<file path="src/rtl/mem_access_unit.sv">
// M-stage data memory initiator: request decode, address exceptions,
// load extension/merge and the M/W load-result register.
module mem_access_unit (
    input  logic        clk,
    input  logic        reset,
    input  logic        m_valid,
    input  logic [3:0]  m_op,
    input  logic [31:0] m_addr,
    input  logic [31:0] m_rt,
    input  logic [4:0]  m_dst,
    input  logic        stall,
    input  logic        flush,
    output logic        MemWrite,
    output logic [1:0]  SwMode,
    output logic [1:0]  AddrLow2,
    output logic [3:0]  ByteEnable,
    output logic [10:0] DataAddr,
    output logic [31:0] WriteData,
    input  logic [31:0] mem_rdata,
    output logic        exc_adel,
    output logic        exc_ades,
    output logic [31:0] exc_badvaddr,
    output logic        w_regwrite,
    output logic [4:0]  w_dst,
    output logic [31:0] w_wdata,
    output logic [31:0] store_count
);

    localparam logic [3:0] OP_LB  = 4'd1;
    localparam logic [3:0] OP_LBU = 4'd2;
    localparam logic [3:0] OP_LH  = 4'd3;
    localparam logic [3:0] OP_LHU = 4'd4;
    localparam logic [3:0] OP_LW  = 4'd5;
    localparam logic [3:0] OP_LWL = 4'd6;
    localparam logic [3:0] OP_LWR = 4'd7;
    localparam logic [3:0] OP_SB  = 4'd8;
    localparam logic [3:0] OP_SH  = 4'd9;
    localparam logic [3:0] OP_SW  = 4'd10;
    localparam logic [3:0] OP_SWL = 4'd11;
    localparam logic [3:0] OP_SWR = 4'd12;

    logic        isLoad;
    logic        isStore;
    logic        isByte;
    logic        isHalf;
    logic        isWord;
    logic        addrErr;
    logic [1:0]  low2;
    logic [31:0] rd;
    logic [31:0] rt;
    logic [31:0] loadResult;

    assign low2      = m_addr[1:0];
    assign rd        = mem_rdata;
    assign rt        = m_rt;
    assign AddrLow2  = low2;
    assign DataAddr  = m_addr[12:2];
    assign WriteData = m_rt;

    always_comb begin
        isLoad  = (m_op >= OP_LB) && (m_op <= OP_LWR);
        isStore = (m_op >= OP_SB) && (m_op <= OP_SWR);
        isByte  = (m_op == OP_LB) || (m_op == OP_LBU) || (m_op == OP_SB);
        isHalf  = (m_op == OP_LH) || (m_op == OP_LHU) || (m_op == OP_SH);
        isWord  = (m_op == OP_LW) || (m_op == OP_SW);
        addrErr = (m_addr[31:13] != 19'd0)
                || (isHalf && low2[0])
                || (isWord && (low2 != 2'b00));
    end

    always_comb begin
        ByteEnable = 4'b0000;
        unique case (1'b1)
            isByte:  ByteEnable = 4'b0001 << low2;
            isHalf:  ByteEnable = low2[1] ? 4'b1100 : 4'b0011;
            isWord:  ByteEnable = 4'b1111;
            default: ByteEnable = 4'b0000;
        endcase
    end

    always_comb begin
        SwMode = 2'b00;
        if (m_op == OP_SWL)
            SwMode = 2'b01;
        else if (m_op == OP_SWR)
            SwMode = 2'b10;
    end

    assign exc_adel     = m_valid & isLoad & addrErr;
    assign exc_ades     = m_valid & isStore & addrErr;
    assign exc_badvaddr = (exc_adel | exc_ades) ? m_addr : 32'd0;
    assign MemWrite     = m_valid & isStore & ~exc_ades & ~stall & ~reset;

    // Memory already returns byte/half lanes right-justified.
    always_comb begin
        loadResult = 32'd0;
        case (m_op)
            OP_LB:  loadResult = {{24{rd[7]}}, rd[7:0]};
            OP_LBU: loadResult = {24'd0, rd[7:0]};
            OP_LH:  loadResult = {{16{rd[15]}}, rd[15:0]};
            OP_LHU: loadResult = {16'd0, rd[15:0]};
            OP_LW:  loadResult = rd;
            OP_LWL: begin
                case (low2)
                    2'd0:    loadResult = {rd[7:0], rt[23:0]};
                    2'd1:    loadResult = {rd[15:0], rt[15:0]};
                    2'd2:    loadResult = {rd[23:0], rt[7:0]};
                    default: loadResult = rd;
                endcase
            end
            OP_LWR: begin
                case (low2)
                    2'd0:    loadResult = rd;
                    2'd1:    loadResult = {rt[31:24], rd[31:8]};
                    2'd2:    loadResult = {rt[31:16], rd[31:16]};
                    default: loadResult = {rt[31:8], rd[31:24]};
                endcase
            end
            default: loadResult = 32'd0;
        endcase
    end

    always_ff @(posedge clk) begin
        if (reset) begin
            w_regwrite  <= 1'b0;
            w_dst       <= 5'd0;
            w_wdata     <= 32'd0;
            store_count <= 32'd0;
        end else begin
            if (MemWrite)
                store_count <= store_count + 32'd1;
            if (flush) begin
                w_regwrite <= 1'b0;
                w_dst      <= 5'd0;
                w_wdata    <= 32'd0;
            end else if (!stall) begin
                w_regwrite <= m_valid & isLoad & ~exc_adel & (m_dst != 5'd0);
                w_dst      <= m_dst;
                w_wdata    <= loadResult;
            end
        end
    end

endmodule

</file>
<file path="config.mk">
export PLATFORM = sky130hd
export DESIGN_NAME = mem_access_unit
export DESIGN_NICKNAME = d
export VERILOG_FILES = /design/src/rtl/mem_access_unit.sv
export SDC_FILE = /design/constraint.sdc
export NUM_CORES = 1
export LEC_CHECK = 0
export ABC_CLOCK_PERIOD_IN_PS = 4760
export BUFFER_PORTS_ARGS = -buffer_cell sky130_fd_sc_hd__buf_4
export CAP_MARGIN = 10
export CORE_ASPECT_RATIO = 0.7
export CORE_MARGIN = 5
export CORE_UTILIZATION = 31
export DETAILED_ROUTE_END_ITERATION = 10
export GPL_TIMING_DRIVEN = 0
export PLACE_DENSITY = 0.68
export SLEW_MARGIN = 10
export SYNTH_ARGS = -nofsm -noshare
export SYNTH_HDL_FRONTEND = slang
export SYNTH_SLANG_ARGS = --single-unit
</file>
<file path="constraint.sdc">
create_clock -name clk -period 4.76 [get_ports clk]
set_input_delay 0.476 -clock clk [delete_from_list [all_inputs] [get_ports clk]]
set_output_delay 0.476 -clock clk [all_outputs]
set_load 0.02 [all_outputs]
</file>
---- Yosys cells after proc, flatten, opt, wreduce, memory -nomap -nowiden ----
Cells that the tools add are included.
cells by class
  eq/ne operators ......................... 14
  bitwise logic cells ..................... 14
  shifts and indexed selects .............. 1
  $add $sub $neg .......................... 1
  reductions and logical operators ........ 16
  $lt $le $gt $ge ......................... 4
  mux-type cells .......................... 8
operators with widths
  kind                     count
  $pmux W32 S7             1
  $pmux W32 S3             2
  $add A32 B1 Y32 const B  1
  $mux W32                 1
  $eq A4 B4 Y1 const B     5
  $reduce_bool A19 Y1      1
  $eq A4 B3 Y1 const B     4
  $pmux W4 S3              1
  $and A1 B1 Y1            9
  $eq A4 B2 Y1 const B     2
  $logic_or A1 B1 Y1       7
  $reduce_bool A5 Y1       1
  $eq A4 B1 Y1 const B     1
  $ge A4 B1 Y1 const B     1
  $ge A4 B4 Y1 const B     1
  $le A4 B3 Y1 const B     1
  $le A4 B4 Y1 const B     1
  $logic_and A1 B1 Y1      4
  $mux W2                  2
  $mux W4                  1
  $not A1 Y1               4
  $shl A1 B2 Y4 const A    1
  $eq A2 B1 Y1 const B     1
  $eq A2 B2 Y1 const B     1
  4 further kinds          4
storage, ports and cells
  bits in registers ....................... 70
  input port bits ......................... 110

---- Longest topological paths before layout ----
  depth in word-level cells ............... 11
  mapped depth ............................ 9
  mapped depth without buffers ............ 6

---- Least setup slack after synthesis ----
OpenSTA, ideal clock, no wires.
  path kind ............................... input -> output
  from .................................... input port m_addr[1]
  to ...................................... output port ByteEnable[3]
  stages on the path ...................... 6
  path buffers ............................ 4
  path slack .............................. 1920 ps
  data arrival time ....................... 2364 ps
  path through ............................ clkbuf_1 > buf_1 > buf_1 > clkbuf_1 > a21oi_1 > o21ai_0
on the way
  word-level cells in the longest chain between the ends .. 2
RTL lines
  element                                          line    source
  start, declared                                  8       input logic [31:0] m_addr,
  $mux W4 / $shl A1 B2 Y4 (equally long branches)  75, 74
  $pmux W4 S3 (*)                                  73      unique case (1'b1)
  end, declared                                    16      output logic [3:0] ByteEnable,
Mark *: on every way between the ends. The rest lies on a longest branch, timed or not.

---- Final worst setup path ----
Same ends and word-level chain as after synthesis.

==> impl_metrics.csv <==
group,metric,value,unit
synth,yosysTopAreaCell,"dfxtp_1",
place,io_buffers,263,
timing,skew,0.00667,ns
synth,netlist_instances,686,
route,num_vias,6441,
route,drc,0,
clock_tree,clockBufferDepth,2,
run_status,status,"finished clean",
place,gp_congestion,1.00,
place,dpl_cell_area,7390,um2
setup_path,worstSetupPathType,"input pin to output pin",
die,rows,39,
timing,min_period,3.63,ns
timing,worstMarginPinSlew,1.34,ns
timing,worst_hold_slack,0.378,ns
synth,synthArstFlopShare,0,%
synth,ys.flop_type,"dfxtp_1",
setup_path,startpoint_type,"input pin",
cells_and_area,stdcell_count,1191,
setup_path,path_depth,8,
clock_tree,cts_setup_buffers,0,
timing,rsz0062_at_grt,"no",
cells_and_area,final_area,7730,um2
synth,synth.top_cell.area_share,27.4,%
die,dieArea,19200,um2
timing,period_share,76.2,%
clock_tree,cts_resized,0,
cells_and_area,area_growth,51.0,%
die,dieWidth,164,um
setup_path,cp_max_fo,10,
cells_and_area,fin_util,47.6,%
setup_path,critPathCaptureType,"output pin",
cells_and_area,final_nets,1072,
synth,synth-seq-cells,70,
global_routing,grt_usage,23.1,%
clock_tree,postCtsHoldBufs,0,
die,initial_core_util,31.5,%
die,ios,266,
synth,synthTopCellsByArea,"dfxtp_1 27%, mux2i_1 9.0%, buf_4 6.6%",
cells_and_area,layout_commonest_cell,"buf_4",
synth,yosysWarnings,0,
timing,slew_viol_final,0,
job,cap_violations,0,
global_routing,grt_pass1_vias,5954,
route,drt_wl_total,23.1,mm
synth,synth_cell_types,46,
global_routing,grt_pass1_wl,35.1,mm
setup_path,cpPeakStageDelay,0.61,ns
timing,tns,0,ns
worst_hold_path,hold_path.class,"input pin to flop",
synth,synth.net_count,797,
global_routing,grt_max_degree,15,
clock_tree,clock_latency,0.34,ns
cells_and_area,layout-drive-gt1-share,35.4,%
setup_path,worstPathRequired,4.28,ns
route,wire_per_inst,19.4,um
timing,hold_violations,0,
timing,relSlewSlack,8.27,%
setup_path,worstPathArrival,3.15,ns
power,power,1.83,mW
setup_path,cp_top_family,"buffers and inverters",
setup_path,cp_cell_sequence,"clkbuf_1 -> buf_1 -> buf_1 -> clkbuf_1 -> o21ai_0 -> a21o_1 -> o21ai_0 -> buf_4",
power,irDropWorstVdd,141,uV
setup_path,r2r_setup_slack,2.24,ns
global_routing,gr-total-overflow,0,
setup_path,slowest_stage,"buf_1",
route,drt_iter0_drc,749,
clock_tree,clkTransAtPathRegs,0.06,ns
worst_hold_path,hold_depth,3,
synth,postSynthAreaPerCell,7.46,um2
clock_tree,clkSinkCount,70,
route,via_per_inst,5.41,
setup_path,crit_buf_inv,5,
setup_path,reg2reg_depth,7,
route,drt-pass1-iter-count,5,
route,ant_nets,0,
timing,setup_viol,0,
synth,synth_edf_count,0,
synth,ys_seq_area_share,27.4,%
global_routing,antenna_found_initial,0,
clock_tree,cts_inserted_buffers,9,
timing,max_freq,0.276,GHz
clock_tree,cts_root_buffer,"clkbuf_16",
cells_and_area,mostFrequentLayoutCells,"309 x buf_4, 70 x dfxtp_1, 63 x nor2_1, 61 x o21ai_0, 60 x nand2_1",
place,placed_cells,1175,
place,place_ws,1.15,ns
timing,fin_ws,1.13,ns
place,hpwl,18.6,mm
clock_tree,cts_tree,"yes",
die,core,16200,um2
cells_and_area,n_antenna_cell,0,
power,leakagePower,3.35,nW
power,p_per_area,236,nW/um2
synth,synth_area,5120,um2
clock_tree,h-tree-depth,3,
die,die_h,118,um
power breakdown:
| part | internal (mW) | switching [mW] |
|---|---|---|
| Clock | 0.467 | 0.291 |
| Combinational | 0.211 | 0.265 |
| Sequential | 0.590 | 0.00232 |
| Total | 1.27 | 0.559 |
flip-flops by register name, indices dropped and copies added, names as in the netlist:
signal       flops
w_regwrite       1
w_wdata         32
w_dst            5
store_count     32
cell type report:
| cell class | instances | area, um2 |
|---|---|---|
| clock inverter | 7 | 105 |
| buffer | 92 | 514 |
| timing repair buffer | 264 | 1980 |
| clock buffer | 9 | 225 |
| sequential | 70 | 1400 |
| fill | 1660 | 8520 |
| tap | 225 | 282 |
| inverter | 8 | 30.0 |
| multi-input combinational | 516 | 3190 |
metal layers:
layer / vias up / track usage (%) / share of wire [%]
met4: 0 / 5.55 / 1.9
met2: 413 / 32.2 / 41
met5: - / 0.535 / 0
met1: 2962 / 33.9 / 45
met3: 41 / 8.09 / 13
li1: 3025 / - / -
cells in the mapped netlist (3+ instances only):
| cell | count |
|---|---|
| dfxtp_1 | 70 |
| nor2_1 | 63 |
| o21ai_0 | 61 |
| nand2_1 | 60 |
| a21oi_1 | 47 |
| mux2i_1 | 46 |
| buf_4 | 45 |
| clkbuf_1 | 39 |
| and2_1 | 35 |
| nand3_1 | 19 |
| o22ai_1 | 17 |
| a211oi_1 | 16 |
| a221oi_1 | 16 |
| nor4_1 | 12 |
| or4_1 | 12 |
| a31oi_1 | 10 |
| mux2_2 | 10 |
| a22o_1 | 9 |
| o31ai_1 | 9 |
| buf_1 | 8 |
| nor2b_1 | 8 |
| o21a_1 | 8 |
| or3_1 | 8 |
| and3_1 | 7 |
| inv_1 | 7 |
| nand4_1 | 6 |
| nor3_1 | 5 |
| o31a_1 | 4 |
| nand2b_1 | 3 |
final timing paths:
check | start | endpoint
max | m_addr[1] | ByteEnable[3]
min | m_dst[0] | w_dst[0]$_SDFFE_PP0N_
max reg2reg | store_count[3]$_SDFFE_PP0P_ | store_count[21]$_SDFFE_PP0P_
min reg2reg | w_wdata[12]$_SDFFE_PP0N_ | w_wdata[12]$_SDFFE_PP0N_
logic make-up after synthesis:
group           share of synthesized area, %
mux                                     11.2
buf+inv                                 10.6
flops                                   27.4
xor+xnor                               0.513
simple gates                            23.9
fa+ha+maj                              0.244
compound gates                          26.1
tightest hold or removal path: cells and delay by family:
family | cells | cell delay [ns]
buf+inv | 1 | 0.08
simple gates | 1 | 0.07
mux | 1 | 0.05
Note: power is estimated with default switching activity, not from simulation.
